==> config.mk <==
export PLATFORM = sky130hd
export DESIGN_NAME = pcbfpga_cfg_loader
export DESIGN_NICKNAME = d
export VERILOG_FILES = /design/src/rtl/pcbfpga_cfg_pkg.sv /design/src/rtl/pcbfpga_cfg_crc8.sv /design/src/rtl/pcbfpga_cfg_loader.sv
export SDC_FILE = /design/constraint.sdc
export NUM_CORES = 1
export LEC_CHECK = 0
export CAP_MARGIN = 10
export CORE_MARGIN = 4
export CORE_UTILIZATION = 45
export CTS_BUF_LIST = sky130_fd_sc_hd__clkbuf_4
export DETAILED_ROUTE_END_ITERATION = 7
export PLACE_DENSITY = 0.79
export RECOVER_POWER = 50
export SLEW_MARGIN = 20
export SYNTH_ARGS = -nofsm -noshare
export SYNTH_HDL_FRONTEND = slang
export SYNTH_SLANG_ARGS = --single-unit
export TNS_END_PERCENT = 100
==> constraint.sdc <==
create_clock -name CLK -period 2.04 [get_ports CLK]
set_input_delay 0.408 -clock CLK [delete_from_list [all_inputs] [get_ports CLK]]
set_output_delay 0.408 -clock CLK [all_outputs]
set_load 0.005 [all_outputs]
==> src/rtl/pcbfpga_cfg_pkg.sv <==
// rtl/pcbfpga_cfg_pkg.sv - shared types, constants and CRC-8 step for the config loader
package pcbfpga_cfg_pkg;

  typedef enum logic [2:0] {
    ST_HUNT,
    ST_ADDR,
    ST_DATA,
    ST_CRC,
    ST_DONE,
    ST_ERR
  } cfg_state_e;

  localparam logic [7:0] SYNC_DEFAULT = 8'hA5;
  localparam logic [7:0] CRC8_POLY    = 8'h07;

  // One MSB-first bit of CRC-8 (poly 0x07).
  function automatic logic [7:0] crc8_step(input logic [7:0] crc, input logic din);
    logic fb;
    fb = crc[7] ^ din;
    return {crc[6:0], 1'b0} ^ (fb ? CRC8_POLY : 8'h00);
  endfunction

endpackage

==> src/rtl/pcbfpga_cfg_crc8.sv <==
// rtl/pcbfpga_cfg_crc8.sv - serial CRC-8 register with clear and enable
module pcbfpga_cfg_crc8
  import pcbfpga_cfg_pkg::*;
(
  input  logic       clk,
  input  logic       rst_n,
  input  logic       clr,
  input  logic       en,
  input  logic       din,
  output logic [7:0] crc
);

  logic [7:0] crc_q, crc_d;

  always_comb begin
    crc_d = crc_q;
    if (clr) begin
      crc_d = 8'h00;
    end else if (en) begin
      crc_d = crc8_step(crc_q, din);
    end
  end

  always_ff @(posedge clk or negedge rst_n) begin
    if (!rst_n) begin
      crc_q <= 8'h00;
    end else begin
      crc_q <= crc_d;
    end
  end

  assign crc = crc_q;

endmodule

==> src/rtl/pcbfpga_cfg_loader.sv <==
// rtl/pcbfpga_cfg_loader.sv - serial config receiver: sync hunt, frame deserialize, frame write
// Optional per-frame CRC-8 check is enabled by defining PCBFPGA_CFG_CRC_EN.
module pcbfpga_cfg_loader
  import pcbfpga_cfg_pkg::*;
#(
  parameter int          ADDR_W     = 8,
  parameter int          FRAME_BITS = 32,
  parameter logic [7:0]  SYNC       = SYNC_DEFAULT
)
(
  input  logic                  CLK,
  input  logic                  RST,
  input  logic                  CFG_DIN,
  input  logic                  CFG_VALID,
  output logic                  FRAME_WE,
  output logic [ADDR_W-1:0]     FRAME_ADDR,
  output logic [FRAME_BITS-1:0] FRAME_DATA,
  output logic                  BUSY,
  output logic                  DONE,
  output logic                  ERROR
);

  localparam int CNT_MAX = (ADDR_W > FRAME_BITS) ? ((ADDR_W > 8) ? ADDR_W : 8)
                                                 : ((FRAME_BITS > 8) ? FRAME_BITS : 8);
  localparam int CNT_W = $clog2(CNT_MAX + 1);
  localparam logic [CNT_W-1:0] ADDR_LAST = CNT_W'(ADDR_W - 1);
  localparam logic [CNT_W-1:0] DATA_LAST = CNT_W'(FRAME_BITS - 1);

  cfg_state_e              state_q, state_d;
  logic [CNT_W-1:0]        cnt_q, cnt_d;
  logic [7:0]              sync_q, sync_d;
  logic [ADDR_W-1:0]       addr_q, addr_d;
  logic [FRAME_BITS-1:0]   data_q, data_d;
  logic                    commit_q, commit_d;
  logic                    frame_we_q, frame_we_d;
  logic [ADDR_W-1:0]       frame_addr_q, frame_addr_d;
  logic [FRAME_BITS-1:0]   frame_data_q, frame_data_d;

`ifdef PCBFPGA_CFG_CRC_EN
  localparam logic [CNT_W-1:0] CRC_LAST = CNT_W'(7);
  logic [7:0] crc_val;

  pcbfpga_cfg_crc8 u_crc8 (
    .clk   (CLK),
    .rst_n (RST),
    .clr   (state_q == ST_HUNT),
    .en    (CFG_VALID && (state_q == ST_ADDR || state_q == ST_DATA)),
    .din   (CFG_DIN),
    .crc   (crc_val)
  );
`endif

  always_ff @(posedge CLK or negedge RST) begin
    if (!RST) begin
      state_q      <= ST_HUNT;
      cnt_q        <= '0;
      sync_q       <= '0;
      addr_q       <= '0;
      data_q       <= '0;
      commit_q     <= 1'b0;
      frame_we_q   <= 1'b0;
      frame_addr_q <= '0;
      frame_data_q <= '0;
    end else begin
      state_q      <= state_d;
      cnt_q        <= cnt_d;
      sync_q       <= sync_d;
      addr_q       <= addr_d;
      data_q       <= data_d;
      commit_q     <= commit_d;
      frame_we_q   <= frame_we_d;
      frame_addr_q <= frame_addr_d;
      frame_data_q <= frame_data_d;
    end
  end

  // The sync window doubles as the received-CRC shifter; it is zeroed whenever
  // hunting restarts so stale frame bits can never fake a sync match.
  always_comb begin
    state_d      = state_q;
    cnt_d        = cnt_q;
    sync_d       = sync_q;
    addr_d       = addr_q;
    data_d       = data_q;
    commit_d     = 1'b0;
    frame_we_d   = commit_q;
    frame_addr_d = commit_q ? addr_q : frame_addr_q;
    frame_data_d = commit_q ? data_q : frame_data_q;
    if (CFG_VALID) begin
      case (state_q)
        ST_HUNT: begin
          sync_d = {sync_q[6:0], CFG_DIN};
          if (sync_d == SYNC) begin
            state_d = ST_ADDR;
            sync_d  = '0;
          end
        end
        ST_ADDR: begin
          addr_d = {addr_q[ADDR_W-2:0], CFG_DIN};
          cnt_d  = cnt_q + CNT_W'(1);
          if (cnt_q == ADDR_LAST) begin
            state_d = (&addr_d) ? ST_DONE : ST_DATA;
          end
        end
        ST_DATA: begin
          data_d = {data_q[FRAME_BITS-2:0], CFG_DIN};
          cnt_d  = cnt_q + CNT_W'(1);
          if (cnt_q == DATA_LAST) begin
`ifdef PCBFPGA_CFG_CRC_EN
            state_d = ST_CRC;
`else
            state_d  = ST_HUNT;
            commit_d = 1'b1;
`endif
          end
        end
`ifdef PCBFPGA_CFG_CRC_EN
        ST_CRC: begin
          sync_d = {sync_q[6:0], CFG_DIN};
          cnt_d  = cnt_q + CNT_W'(1);
          if (cnt_q == CRC_LAST) begin
            if (sync_d == crc_val) begin
              state_d  = ST_HUNT;
              commit_d = 1'b1;
              sync_d   = '0;
            end else begin
              state_d = ST_ERR;
            end
          end
        end
`endif
        default: ;
      endcase
    end
    if (state_d != state_q) begin
      cnt_d = '0;
    end
  end

  always_comb begin
    BUSY  = 1'b0;
    DONE  = 1'b0;
    ERROR = 1'b0;
    case (state_q)
      ST_ADDR, ST_DATA, ST_CRC: BUSY = 1'b1;
      ST_DONE:                  DONE = 1'b1;
`ifdef PCBFPGA_CFG_CRC_EN
      ST_ERR:                   ERROR = 1'b1;
`endif
      default: ;
    endcase
  end

  assign FRAME_WE   = frame_we_q;
  assign FRAME_ADDR = frame_addr_q;
  assign FRAME_DATA = frame_data_q;

endmodule

==> metrics.txt <==
# TYPE chip_impl_metric gauge
chip_impl_metric{name="drv_cap",unit=""} 0
chip_impl_metric{name="min_period",unit="ns"} 1.84
chip_impl_info{name="cts_tree",value="done"} 1
chip_impl_metric{name="core.rowCount",unit=""} 33
chip_impl_metric{name="slew_violations",unit=""} 0
chip_impl_metric{name="drive_gt1_share",unit="%"} 35.2
chip_impl_metric{name="p_leak",unit="nW"} 2.27
chip_impl_metric{name="wire_length_of_the_first_global_routing_pass",unit="um"} 11100
chip_impl_metric{name="average_vias_per_placed_instance",unit=""} 5.14
chip_impl_metric{name="antenna_found_initial",unit=""} 0
chip_impl_metric{name="dr.pass1.iters",unit=""} 4
chip_impl_metric{name="route.vias.total",unit=""} 2226
chip_impl_metric{name="power_density",unit="nW/um^2"} 755
chip_impl_info{name="outcome",value="finished, final reports clean"} 1
chip_impl_metric{name="instances_no_fill",unit=""} 433
chip_impl_metric{name="final_critical_path_setup_slack",unit="ns"} 0.195
chip_impl_metric{name="vias_in_the_first_global_route",unit=""} 2317
chip_impl_metric{name="maxClockFrequency",unit="MHz"} 542
chip_impl_metric{name="grt_overflow",unit=""} 0
chip_impl_info{name="root_buffer",value="sky130_fd_sc_hd__clkbuf_4"} 1
chip_impl_metric{name="worstPathRequired",unit="ns"} 1.63
chip_impl_metric{name="synth_edf_count",unit=""} 0
chip_impl_metric{name="design.final.nets",unit=""} 328
chip_impl_metric{name="synth.net_count",unit=""} 267
chip_impl_metric{name="m1WireLength",unit="um"} 2740
chip_impl_metric{name="placedInstanceArea",unit="um^2"} 4520
chip_impl_metric{name="worstPathMaxFanout",unit=""} 4
chip_impl_info{name="crit_path_end_kind",value="primary output"} 1
chip_impl_metric{name="detail_route.wl_per_cell",unit="um"} 14.5
chip_impl_metric{name="synthArstFlopShare",unit="%"} 100
chip_impl_metric{name="met2_wirelength",unit="um"} 3120
chip_impl_metric{name="totalNegativeSetupSlack",unit="ns"} 0
chip_impl_metric{name="drt_wl_total",unit="um"} 6280
chip_impl_metric{name="post_synth.cell_area_avg",unit="um^2"} 14.7
chip_impl_metric{name="die-area",unit="um^2"} 10100
chip_impl_metric{name="clock_network_latency_to_the_later_pin_of_the_worst_skew_pair",unit="ns"} 0.44
chip_impl_metric{name="cts-buffers-inserted",unit=""} 9
chip_impl_metric{name="synth-seq-area-share",unit="%"} 63.7
chip_impl_metric{name="finish.utilization",unit="%"} 57.3
chip_impl_info{name="topRoutingLayerUsed",value="met4"} 1
chip_impl_metric{name="ir_worst_vdd",unit="uV"} 623
chip_impl_metric{name="drt_first_iter_violations",unit=""} 47
chip_impl_info{name="synth_flop_cell",value="sky130_fd_sc_hd__dfrtp_1"} 1
chip_impl_metric{name="cts_h_tree_lvls",unit=""} 3
chip_impl_metric{name="post-place-ws",unit="ns"} 0.0260
chip_impl_metric{name="synth_cell_type_count",unit=""} 34
chip_impl_metric{name="fin_total_pwr",unit="mW"} 3.57
chip_impl_metric{name="setup-violations-final",unit=""} 0
chip_impl_metric{name="hold_viol_final",unit=""} 0
chip_impl_metric{name="post-route-drc-count",unit=""} 0
chip_impl_metric{name="postSynthCellCount",unit=""} 262
chip_impl_metric{name="ant_nets",unit=""} 0
chip_impl_metric{name="start_util",unit="%"} 46.6
chip_impl_metric{name="layout_overhead_on_the_synthesized_area",unit="%"} 22.9
chip_impl_metric{name="grt.total_usage",unit="%"} 14.0
chip_impl_metric{name="die_x",unit="um"} 100
chip_impl_metric{name="yosys_register_bits",unit=""} 98
chip_impl_metric{name="sink_count_of_the_clock_tree",unit=""} 98
chip_impl_metric{name="min_period_over_period",unit="%"} 90.4
chip_impl_metric{name="numPortBuffers",unit=""} 46
chip_impl_metric{name="met3_length",unit="um"} 305
chip_impl_metric{name="crit_path_max_incr_delay",unit="ns"} 0.43
chip_impl_info{name="hold_path.class",value="register to register"} 1
chip_impl_metric{name="worst-slew-pin-transition",unit="ns"} 0.736
chip_impl_metric{name="grt_max_degree",unit=""} 41
chip_impl_metric{name="timing.clock.skew",unit="ns"} 0.0145
chip_impl_metric{name="dp.final_hpwl",unit="um"} 4410
chip_impl_metric{name="placed_cells",unit=""} 414
chip_impl_metric{name="fp.dieH",unit="um"} 100
chip_impl_info{name="cp-start-kind",value="register"} 1
chip_impl_metric{name="finalHoldWorstSlack",unit="ns"} 0.507
chip_impl_info{name="path_cells",value="nor2_4, buf_4, nor2_1, dlygate4sd2_1"} 1
chip_impl_metric{name="layout.cell_area.non_filler",unit="um^2"} 4730
chip_impl_metric{name="critPathArrivalTime",unit="ns"} 1.44
chip_impl_metric{name="gp_congestion",unit=""} 0.700
chip_impl_metric{name="synth.yosys.warnings",unit=""} 0
chip_impl_info{name="worst_path_class_setup",value="register to primary output"} 1
chip_impl_metric{name="design.portCount",unit=""} 48
chip_impl_metric{name="clk_pin_slew_worst_paths",unit="ns"} 0.14
chip_impl_metric{name="cts.path.max_buffers",unit=""} 2
chip_impl_metric{name="post_synth_instance_area",unit="um^2"} 3850
chip_impl_metric{name="design.core.area",unit="um^2"} 8260
chip_impl_info{name="setup_repair_after_global_routing_missed_its_margin",value="no"} 1
chip_impl_info{name="crit_slowest_cell",value="sky130_fd_sc_hd__dfrtp_1"} 1
chip_impl_metric{name="slew-limit-headroom",unit="%"} 50.9
## path summary, 6_finish.rpt
path                            depth (start not counted)              to        from  slack, ns
worst min-delay path                                    2       sync_q[6]   sync_q[5]       0.51
worst min register to register                          2       sync_q[6]   sync_q[5]       0.51
max in group asynchronous                               3  FRAME_DATA[29]         RST       0.44
worst max register to register                          2   FRAME_DATA[8]    commit_q       0.23
min in group asynchronous                               2  FRAME_DATA[22]         RST       0.55
worst max-delay path                                    4            BUSY  state_q[0]       0.20
## flip-flops by register name, summed over array words and instances (netlist names)
register and count:
data_q 32, sync_q 7, FRAME_WE 1, commit_q 1, cnt_q 6, FRAME_ADDR 8
addr_q 8, FRAME_DATA 32, state_q 3
## report_power, final
part	total, mW	internal (mW)	switching (mW)
combinational	0.181	0.0772	0.104
clock	1.36	0.745	0.613
sequential	2.03	1.99	0.0403
## placed cells by master, fill, tap and decap left out, types with 2 or more instances in the layout
master	n
sky130_fd_sc_hd__dlygate4sd2_1	2
sky130_fd_sc_hd__o21ai_0	3
sky130_fd_sc_hd__buf_4	10
sky130_fd_sc_hd__a31oi_1	2
sky130_fd_sc_hd__nor2_1	7
sky130_fd_sc_hd__nand2b_1	2
sky130_fd_sc_hd__bufinv_16	4
sky130_fd_sc_hd__mux2_2	79
sky130_fd_sc_hd__nand4_1	2
sky130_fd_sc_hd__nor4_1	4
sky130_fd_sc_hd__clkdlybuf4s50_1	43
sky130_fd_sc_hd__and2_1	2
sky130_fd_sc_hd__dfrtp_1	97
sky130_fd_sc_hd__nor3_1	5
sky130_fd_sc_hd__nand2_1	21
sky130_fd_sc_hd__buf_12	2
sky130_fd_sc_hd__nor2b_1	2
sky130_fd_sc_hd__clkbuf_4	11
sky130_fd_sc_hd__xnor2_1	6
## what timing repair did
action,CTS,global route
gates resized for setup,5,0
setup buffers,2,0
hold buffers,1,0
hold endpoints to repair,27,0
endpoints found under the setup margin,2,0
## critical path, delay by kind of cell, from the launching register on
kind	cells	cell delay, ns
simple gates	2	0.19
buf+inv	2	0.38
flops	1	0.43
## routing by layer
layer / vias up / GRT usage [%]
met3: 11 / 4.50
li1: 1046 / -
met4: 0 / 6.01
met2: 45 / 21.2
met1: 1124 / 18.6
met5: - / 0
## cells in the mapped netlist (2+ instances only)
cell / number / area (um^2)
sky130_fd_sc_hd__nor4_1: 4 / 25.0
sky130_fd_sc_hd__nand4_1: 2 / 12.5
sky130_fd_sc_hd__xnor2_1: 6 / 52.6
sky130_fd_sc_hd__buf_4: 4 / 30.0
sky130_fd_sc_hd__a31oi_1: 2 / 12.5
sky130_fd_sc_hd__nor2_1: 8 / 30.0
sky130_fd_sc_hd__nor3_1: 5 / 25.0
sky130_fd_sc_hd__buf_2: 3 / 15.0
sky130_fd_sc_hd__nand2_1: 21 / 78.8
sky130_fd_sc_hd__and2_1: 2 / 12.5
sky130_fd_sc_hd__nand2b_1: 2 / 12.5
sky130_fd_sc_hd__mux2_2: 79 / 890
sky130_fd_sc_hd__nor2b_1: 2 / 12.5
sky130_fd_sc_hd__buf_1: 3 / 11.3
sky130_fd_sc_hd__o21ai_0: 3 / 15.0
sky130_fd_sc_hd__dfrtp_1: 98 / 2450
## cell families (layout without fill, tap and decap cells)
family | after synthesis | in the layout | share of synthesized area [%]
flops | 98 | 98 | 63.7
mux | 81 | 81 | 23.7
simple gates | 55 | 55 | 7.80
buf+inv | 12 | 77 | 1.66
compound gates | 8 | 8 | 1.33
xor+xnor | 6 | 6 | 1.37
fa+ha+maj | 1 | 1 | 0.325
other cells | 1 | 2 | 0.0975
## cell type report
| type | count | area, um^2 |
|---|---|---|
| timing repair buffer | 61 | 593 |
| sequential | 98 | 2450 |
| clock buffer | 9 | 67.6 |
| tap | 105 | 131 |
| antenna | 1 | 2.50 |
| fill | 693 | 3530 |
| multi-input combinational | 152 | 1340 |
| inverter | 1 | 3.75 |
| clock inverter | 6 | 139 |
No activity file was read; power rests on OpenSTA's default activity.
